## config.mk

```make
export PLATFORM = sky130hd
export DESIGN_NAME = perm_sched
export DESIGN_NICKNAME = d
export VERILOG_FILES = /design/src/rtl/perm_sched_pkg.sv /design/src/rtl/perm_sched_dly.sv /design/src/rtl/perm_sched.sv
export SDC_FILE = /design/constraint.sdc
export NUM_CORES = 1
export LEC_CHECK = 0
export CORE_AREA = 2 2 72 74
export CTS_BUF_LIST = sky130_fd_sc_hd__clkbuf_8
export CTS_CLUSTER_DIAMETER = 80
export DETAILED_ROUTE_END_ITERATION = 10
export DIE_AREA = 0 0 74 76
export PLACE_DENSITY = 0.73
export SLEW_MARGIN = 40
export SYNTH_ARGS = -nofsm -noshare
export SYNTH_HDL_FRONTEND = slang
export SYNTH_SLANG_ARGS = --single-unit
```

## constraint.sdc

```tcl
create_clock -name i_clk -period 5.3 [get_ports i_clk]
set_clock_uncertainty 0.15 [all_clocks]
set_input_delay 1.06 -clock i_clk [delete_from_list [all_inputs] [get_ports i_clk]]
set_output_delay 1.06 -clock i_clk [all_outputs]
set_load 0.01 [all_outputs]
```

## src/rtl/perm_sched_pkg.sv

```systemverilog
// Shared types and constants for the permutation read scheduler.
// Latency: n/a (declarations only).
// Backpressure: n/a.
package perm_sched_pkg;

    // Scheduler control states
    typedef enum logic [1:0] {
        ST_IDLE  = 2'd0,
        ST_RUN   = 2'd1,
        ST_DRAIN = 2'd2,
        ST_FIN   = 2'd3
    } state_t;

    // Deepest supported bank read latency
    localparam int RD_LAT_MAX = 4;

    // Number of memory banks feeding the rotator
    localparam int N_BANKS = 4;

    // Width of the rotation amount (log2 of the bank count)
    localparam int ROT_W = 2;

endpackage

```

## src/rtl/perm_sched_dly.sv

```systemverilog
// perm_dly: fixed-depth shift register carrying a valid bit and a data word.
// Latency: DEPTH cycles from input to output.
// Backpressure: none; shifts every cycle, idle cycles travel as valid=0 bubbles.
module perm_dly #(
    parameter int DEPTH = 1,
    parameter int W     = 2
) (
    input  logic         i_clk,
    input  logic         i_rstn,
    input  logic         i_vld,
    input  logic [W-1:0] i_dat,
    output logic         o_vld,
    output logic [W-1:0] o_dat,
    output logic         o_pend
);

    logic [DEPTH-1:0] r_vld;
    logic [W-1:0]     r_dat [DEPTH];

    // Shift valid and data one stage per cycle; synchronous clear
    always_ff @(posedge i_clk) begin
        if (!i_rstn) begin
            r_vld <= '0;
            for (int i = 0; i < DEPTH; i++) begin
                r_dat[i] <= '0;
            end
        end else begin
            r_vld[0] <= i_vld;
            r_dat[0] <= i_dat;
            for (int i = 1; i < DEPTH; i++) begin
                r_vld[i] <= r_vld[i-1];
                r_dat[i] <= r_dat[i-1];
            end
        end
    end

    assign o_vld = r_vld[DEPTH-1];
    assign o_dat = r_dat[DEPTH-1];

    // o_pend flags valid entries that have not yet reached the output stage
    generate
        if (DEPTH > 1) begin : g_pend
            assign o_pend = |r_vld[DEPTH-2:0];
        end else begin : g_nopend
            assign o_pend = 1'b0;
        end
    endgenerate

endmodule

```

## src/rtl/perm_sched.sv

```systemverilog
// perm_sched: issues skewed or straight reads to four banks and tracks rotator select.
// Latency: RE/addresses one cycle after the issue decision; SEL/VLD RD_LAT cycles after RE.
// Backpressure: STALL drops RE and holds the issue counter; the select delay line keeps shifting.
module perm_sched
    import perm_sched_pkg::*;
#(
    parameter int ADDR_W = 8,
    parameter int RD_LAT = 1
) (
    input  logic              i_clk,
    input  logic              i_rstn,
    input  logic              i_start,
    input  logic [ADDR_W-1:0] i_len,
    input  logic              i_mode,
    input  logic              i_stall,
    output logic              o_re,
    output logic [ADDR_W-1:0] o_a0,
    output logic [ADDR_W-1:0] o_a1,
    output logic [ADDR_W-1:0] o_a2,
    output logic [ADDR_W-1:0] o_a3,
    output logic [1:0]        o_sel,
    output logic              o_vld,
    output logic              o_busy,
    output logic              o_done
);

    state_t            r_state;
    logic [ADDR_W-1:0] r_k;
    logic [ADDR_W-1:0] r_len;
    logic              r_mode;
    logic              r_re;
    logic [ADDR_W-1:0] r_a [N_BANKS];
    logic [ROT_W-1:0]  r_rot;
    logic              r_busy;
    logic              r_done;

    logic [ADDR_W-1:0] w_base;
    logic [ROT_W-1:0]  w_off  [N_BANKS];
    logic [ADDR_W-1:0] w_addr [N_BANKS];
    logic [ROT_W-1:0]  w_rot;
    logic              w_last;
    logic              w_dly_vld;
    logic              w_dly_pend;
    logic [ROT_W-1:0]  w_dly_dat;

    // Per-bank address and rotation for the current issue index k.
    // Skewed: bank b reads row-group base plus (b - k) mod 4, so the four
    // banks together cover one aligned group of four words rotated by k[1:0].
    always_comb begin
        w_base = {r_k[ADDR_W-1:2], 2'b00};
        w_rot  = r_mode ? '0 : r_k[1:0];
        w_last = (r_k == r_len);
        for (int b = 0; b < N_BANKS; b++) begin
            w_off[b]  = ROT_W'(b) - r_k[1:0];
            w_addr[b] = r_mode ? r_k : (w_base + {{(ADDR_W-ROT_W){1'b0}}, w_off[b]});
        end
    end

    // Control FSM with registered read-issue, busy and done outputs
    always_ff @(posedge i_clk) begin
        if (!i_rstn) begin
            r_state <= ST_IDLE;
            r_k     <= '0;
            r_len   <= '0;
            r_mode  <= 1'b0;
            r_re    <= 1'b0;
            r_rot   <= '0;
            r_busy  <= 1'b0;
            r_done  <= 1'b0;
            for (int b = 0; b < N_BANKS; b++) begin
                r_a[b] <= '0;
            end
        end else begin
            // RE and rotation are single-cycle; rotation is zeroed when idle
            // so the delayed select reads 0 on bubbles.
            r_re   <= 1'b0;
            r_rot  <= '0;
            r_done <= 1'b0;
            case (r_state)
                ST_IDLE: begin
                    if (i_start) begin
                        r_len   <= i_len;
                        r_mode  <= i_mode;
                        r_k     <= '0;
                        r_busy  <= 1'b1;
                        r_state <= ST_RUN;
                    end
                end
                ST_RUN: begin
                    if (!i_stall) begin
                        r_re  <= 1'b1;
                        r_rot <= w_rot;
                        for (int b = 0; b < N_BANKS; b++) begin
                            r_a[b] <= w_addr[b];
                        end
                        // Wraps to 0 only after the maximum-length pass
                        r_k <= r_k + 1'b1;
                        if (w_last) begin
                            r_state <= ST_DRAIN;
                        end
                    end
                end
                ST_DRAIN: begin
                    // Last read is in flight until neither RE nor an inner
                    // delay stage holds it; the output stage is emitting it now.
                    if (!r_re && !w_dly_pend) begin
                        r_busy  <= 1'b0;
                        r_done  <= 1'b1;
                        r_state <= ST_FIN;
                    end
                end
                ST_FIN: begin
                    r_state <= ST_IDLE;
                end
                default: begin
                    r_state <= ST_IDLE;
                end
            endcase
        end
    end

    // Delay rotation alongside RE to line up with bank read data
    perm_dly #(
        .DEPTH (RD_LAT),
        .W     (ROT_W)
    ) u_dly (
        .i_clk  (i_clk),
        .i_rstn (i_rstn),
        .i_vld  (r_re),
        .i_dat  (r_rot),
        .o_vld  (w_dly_vld),
        .o_dat  (w_dly_dat),
        .o_pend (w_dly_pend)
    );

    assign o_re   = r_re;
    assign o_a0   = r_a[0];
    assign o_a1   = r_a[1];
    assign o_a2   = r_a[2];
    assign o_a3   = r_a[3];
    assign o_sel  = w_dly_dat;
    assign o_vld  = w_dly_vld;
    assign o_busy = r_busy;
    assign o_done = r_done;

endmodule

```

==> run_results.csv <==
group,metric,value,unit
route,drtPass1Iterations,4,
sta,setup_slack,2.326,ns
clock_tree,cts.clk_slew.worst_paths,0.08,ns
clock_tree,cts_buffers,5,
clock_tree,holdBufCountCts,0,
sta,slew-limit-headroom,60.61,%
clock_tree,clockBufferDepth,2,
logic_synthesis,yosys.area.top_type,"dfxtp_1",
route,viasPerCell,4.838,
route,drt-initial-drc-count,96,
cells_and_area,n_fill_cell,463,
logic_synthesis,async_flop_share,0,%
clock_tree,cts_tree,"yes",
run,maxCapViolations,0,
logic_synthesis,ys.flop_type,"dfxtp_1",
outcome,status,"completed",
critical_path,arrival,3.05,ns
critical_path,crit_path_end_kind,"register",
cells_and_area,area_delta_synth_final,28.35,%
sta,tightest_slew,0.5874,ns
critical_path,required,5.38,ns
logic_synthesis,synth_seq_area_share,47.46,%
clock_tree,cts.sinks,39,
clock_tree,post_cts_buffers,0,
pwr,ir_drop,0.0001663,V
grt,grt_pass1_wl,6037,um
sta,fmax,0.3363,GHz
logic_synthesis,synth_top_cell_area_share,28.48,%
pwr,finalPower,0.9341,mW
logic_synthesis,syn_inst,204,
place,placedInstanceArea,2303,um^2
cells_and_area,seq_area,900.9,um^2
die,die_x,74,um
die,start_util,38.64,%
grt,grt.total_usage,13.94,%
cells_and_area,drive_gt1_share,5.150,%
logic_synthesis,synth_fp_nets,222,
die,coreArea,4912,um^2
place,pre_cts_ws,2.064,ns
die,die_y,76,um
route,wl_per_cell,11.91,um
sta,finalHoldViolations,0,
min_path,hp-class,"reg2reg",
clock_tree,clockRootBuffer,"clkbuf_8",
grt,antenna_found_initial,0,
grt,grt_pass1_vias,1298,
sta,period_needed,2.974,ns
sta,setup_tns,0,ns
critical_path,startpoint,"i_rstn",
grt,grt_overflow_total,0,
critical_path,critPathMaxFanout,18,
logic_synthesis,netlist_area,1898,um^2
critical_path,regToRegEndpoint,"r_k[5]$_SDFFE_PN0P_",
die,dieArea,5624,um^2
clock_tree,cts.repair.resized,0,
place,port_buffers,50,
critical_path,critical_path_class,"in2reg",
place,dp_hpwl,2695,um
critical_path,r2r_cells,6,
route,route.detailed.drc,0,
sta,post-route-period-util,56.10,%
place,gp_congestion,0.7910,
cells_and_area,multi_input_area,784.5,um^2
die,num_rows,26,
cells_and_area,final_common_cell,"clkdlybuf4s50_1",
logic_synthesis,synth.avg_cell_area,9.304,um^2
logic_synthesis,synth-edff-count,12,
critical_path,endpoint,"r_state[0]$_SDFFE_PN0P_",
cells_and_area,nets,250,
critical_path,timing.rr.start,"r_state[0]$_SDFFE_PN0P_",
route,final_antenna_net_count,0,
sta,rsz0062_at_grt,"no",
pwr,p_leak,0.9020,nW
critical_path,r2r_setup_slack,3.04,ns
cells_and_area,antenna_cells,0,
logic_synthesis,synth-seq-cells,39,
cells_and_area,final_cell_mix,"50 x clkdlybuf4s50_1, 27 x dfxtp_1, 24 x nand2_1",
cells_and_area,fin_area,2436,um^2
sta,setup_violations,0,
logic_synthesis,ys_warn_count,0,
clock_tree,h-tree-depth,2,
route,routed_wl,3610,um
logic_synthesis,synth_area_leaders,"dfxtp_1 28%, edfxtp_1 19%, buf_4 7.9%",
grt,grt_max_degree,19,
critical_path,critPathLaunchType,"primary input",
route,vias,1466,
sta,maxSlewViolCount,0,
pwr,powerDensity,383.4,nW/um^2
logic_synthesis,synth_cell_types,37,
clock_tree,clk-insertion-delay-late,0.29,ns
die,ioPinCount,51,
Yosys cell counts (5+ instances only):
| cell | n |
|---|---|
| edfxtp_1 | 12 |
| and2_1 | 6 |
| a21oi_1 | 14 |
| buf_4 | 20 |
| and3_1 | 7 |
| clkbuf_1 | 6 |
| nand2_1 | 24 |
| nor2_1 | 10 |
| dfxtp_1 | 27 |
| inv_1 | 8 |
| o21ai_1 | 6 |
| ha_1 | 5 |
| xnor2_1 | 9 |
| nand4_1 | 6 |
| nor2b_1 | 7 |
registers in the layout, summed over array words and instances (netlist names):
signal	cells
o_busy	1
r_mode	1
r_a	12
r_rot	2
u_dly.o_vld	1
o_done	1
r_len	8
r_k	8
u_dly.r_dat	2
r_state	2
o_re	1
per-stage QoR:
stage	util, %	hold WS [ns]	instances
floorplan	-	0.2619	204
global placement	46.82	0.2685	295
global route	49.59	0.3008	303
detailed placement	46.89	0.2694	295
CTS	49.59	0.2877	303
finish	49.59	0.2859	303
per-layer routing:
| layer | vias to the layer above | global-route usage [%] | share of wire (%) |
|---|---|---|---|
| met5 | - | 0 | 0 |
| met4 | 0 | 5.818 | 1.9 |
| met3 | 7 | 4.497 | 7.0 |
| met2 | 65 | 22.77 | 48 |
| met1 | 655 | 16.54 | 43 |
| li1 | 739 | - | - |
power breakdown:
group          total, mW  internal, mW  switching (mW)  leakage [nW]
Sequential         0.375         0.346          0.0291         0.346
Clock              0.288         0.186           0.102        0.0695
Combinational      0.271         0.129           0.142         0.487
Total              0.934         0.661           0.273         0.902
layout make-up:
| class | instances | share of cell area, % |
|---|---|---|
| Clock buffer | 5 | 2.825 |
| Clock inverter | 3 | 2.619 |
| Inverter | 8 | 1.233 |
| Multi-Input combinational cell | 128 | 32.20 |
| Sequential cell | 39 | 36.98 |
| Tap cell | 70 | 3.595 |
| Timing Repair Buffer | 50 | 20.54 |
cell families after synthesis:
family | count (synthesis) | share of synthesized area, %
adder cells (fa/ha/maj) | 5 | 3.296
AND/OR/NAND/NOR | 79 | 22.15
buffers and inverters | 37 | 11.40
flip-flops | 39 | 47.46
multiplexers | 1 | 0.5932
XOR/XNOR | 11 | 5.076
AO/OA/AOI/OAI | 32 | 10.02
worst min path at each step:
| stage | startpoint | to | slack (ns) | depth (start not counted) |
|---|---|---|---|---|
| floorplan | r_rot[0]$_SDFF_PP0_ | u_dly.r_dat[0][0]$_SDFF_PN0_ | 0.26 | 1 |
| global placement | r_rot[1]$_SDFF_PP0_ | u_dly.r_dat[0][1]$_SDFF_PN0_ | 0.27 | 1 |
| detailed placement | r_rot[1]$_SDFF_PP0_ | u_dly.r_dat[0][1]$_SDFF_PN0_ | 0.27 | 1 |
| CTS | r_rot[1]$_SDFF_PP0_ | u_dly.r_dat[0][1]$_SDFF_PN0_ | 0.29 | 1 |
| global route | r_rot[0]$_SDFF_PP0_ | u_dly.r_dat[0][0]$_SDFF_PN0_ | 0.30 | 1 |
| finish | r_rot[1]$_SDFF_PP0_ | u_dly.r_dat[0][1]$_SDFF_PN0_ | 0.29 | 1 |
critical path, stage by stage:
cell and delay, ns:
clkdlybuf4s50_1 0.84, inv_1 0.39, or3_1 0.43, mux2_2 0.27
nand3_1 0.06
(Power assumes the default switching activity.)
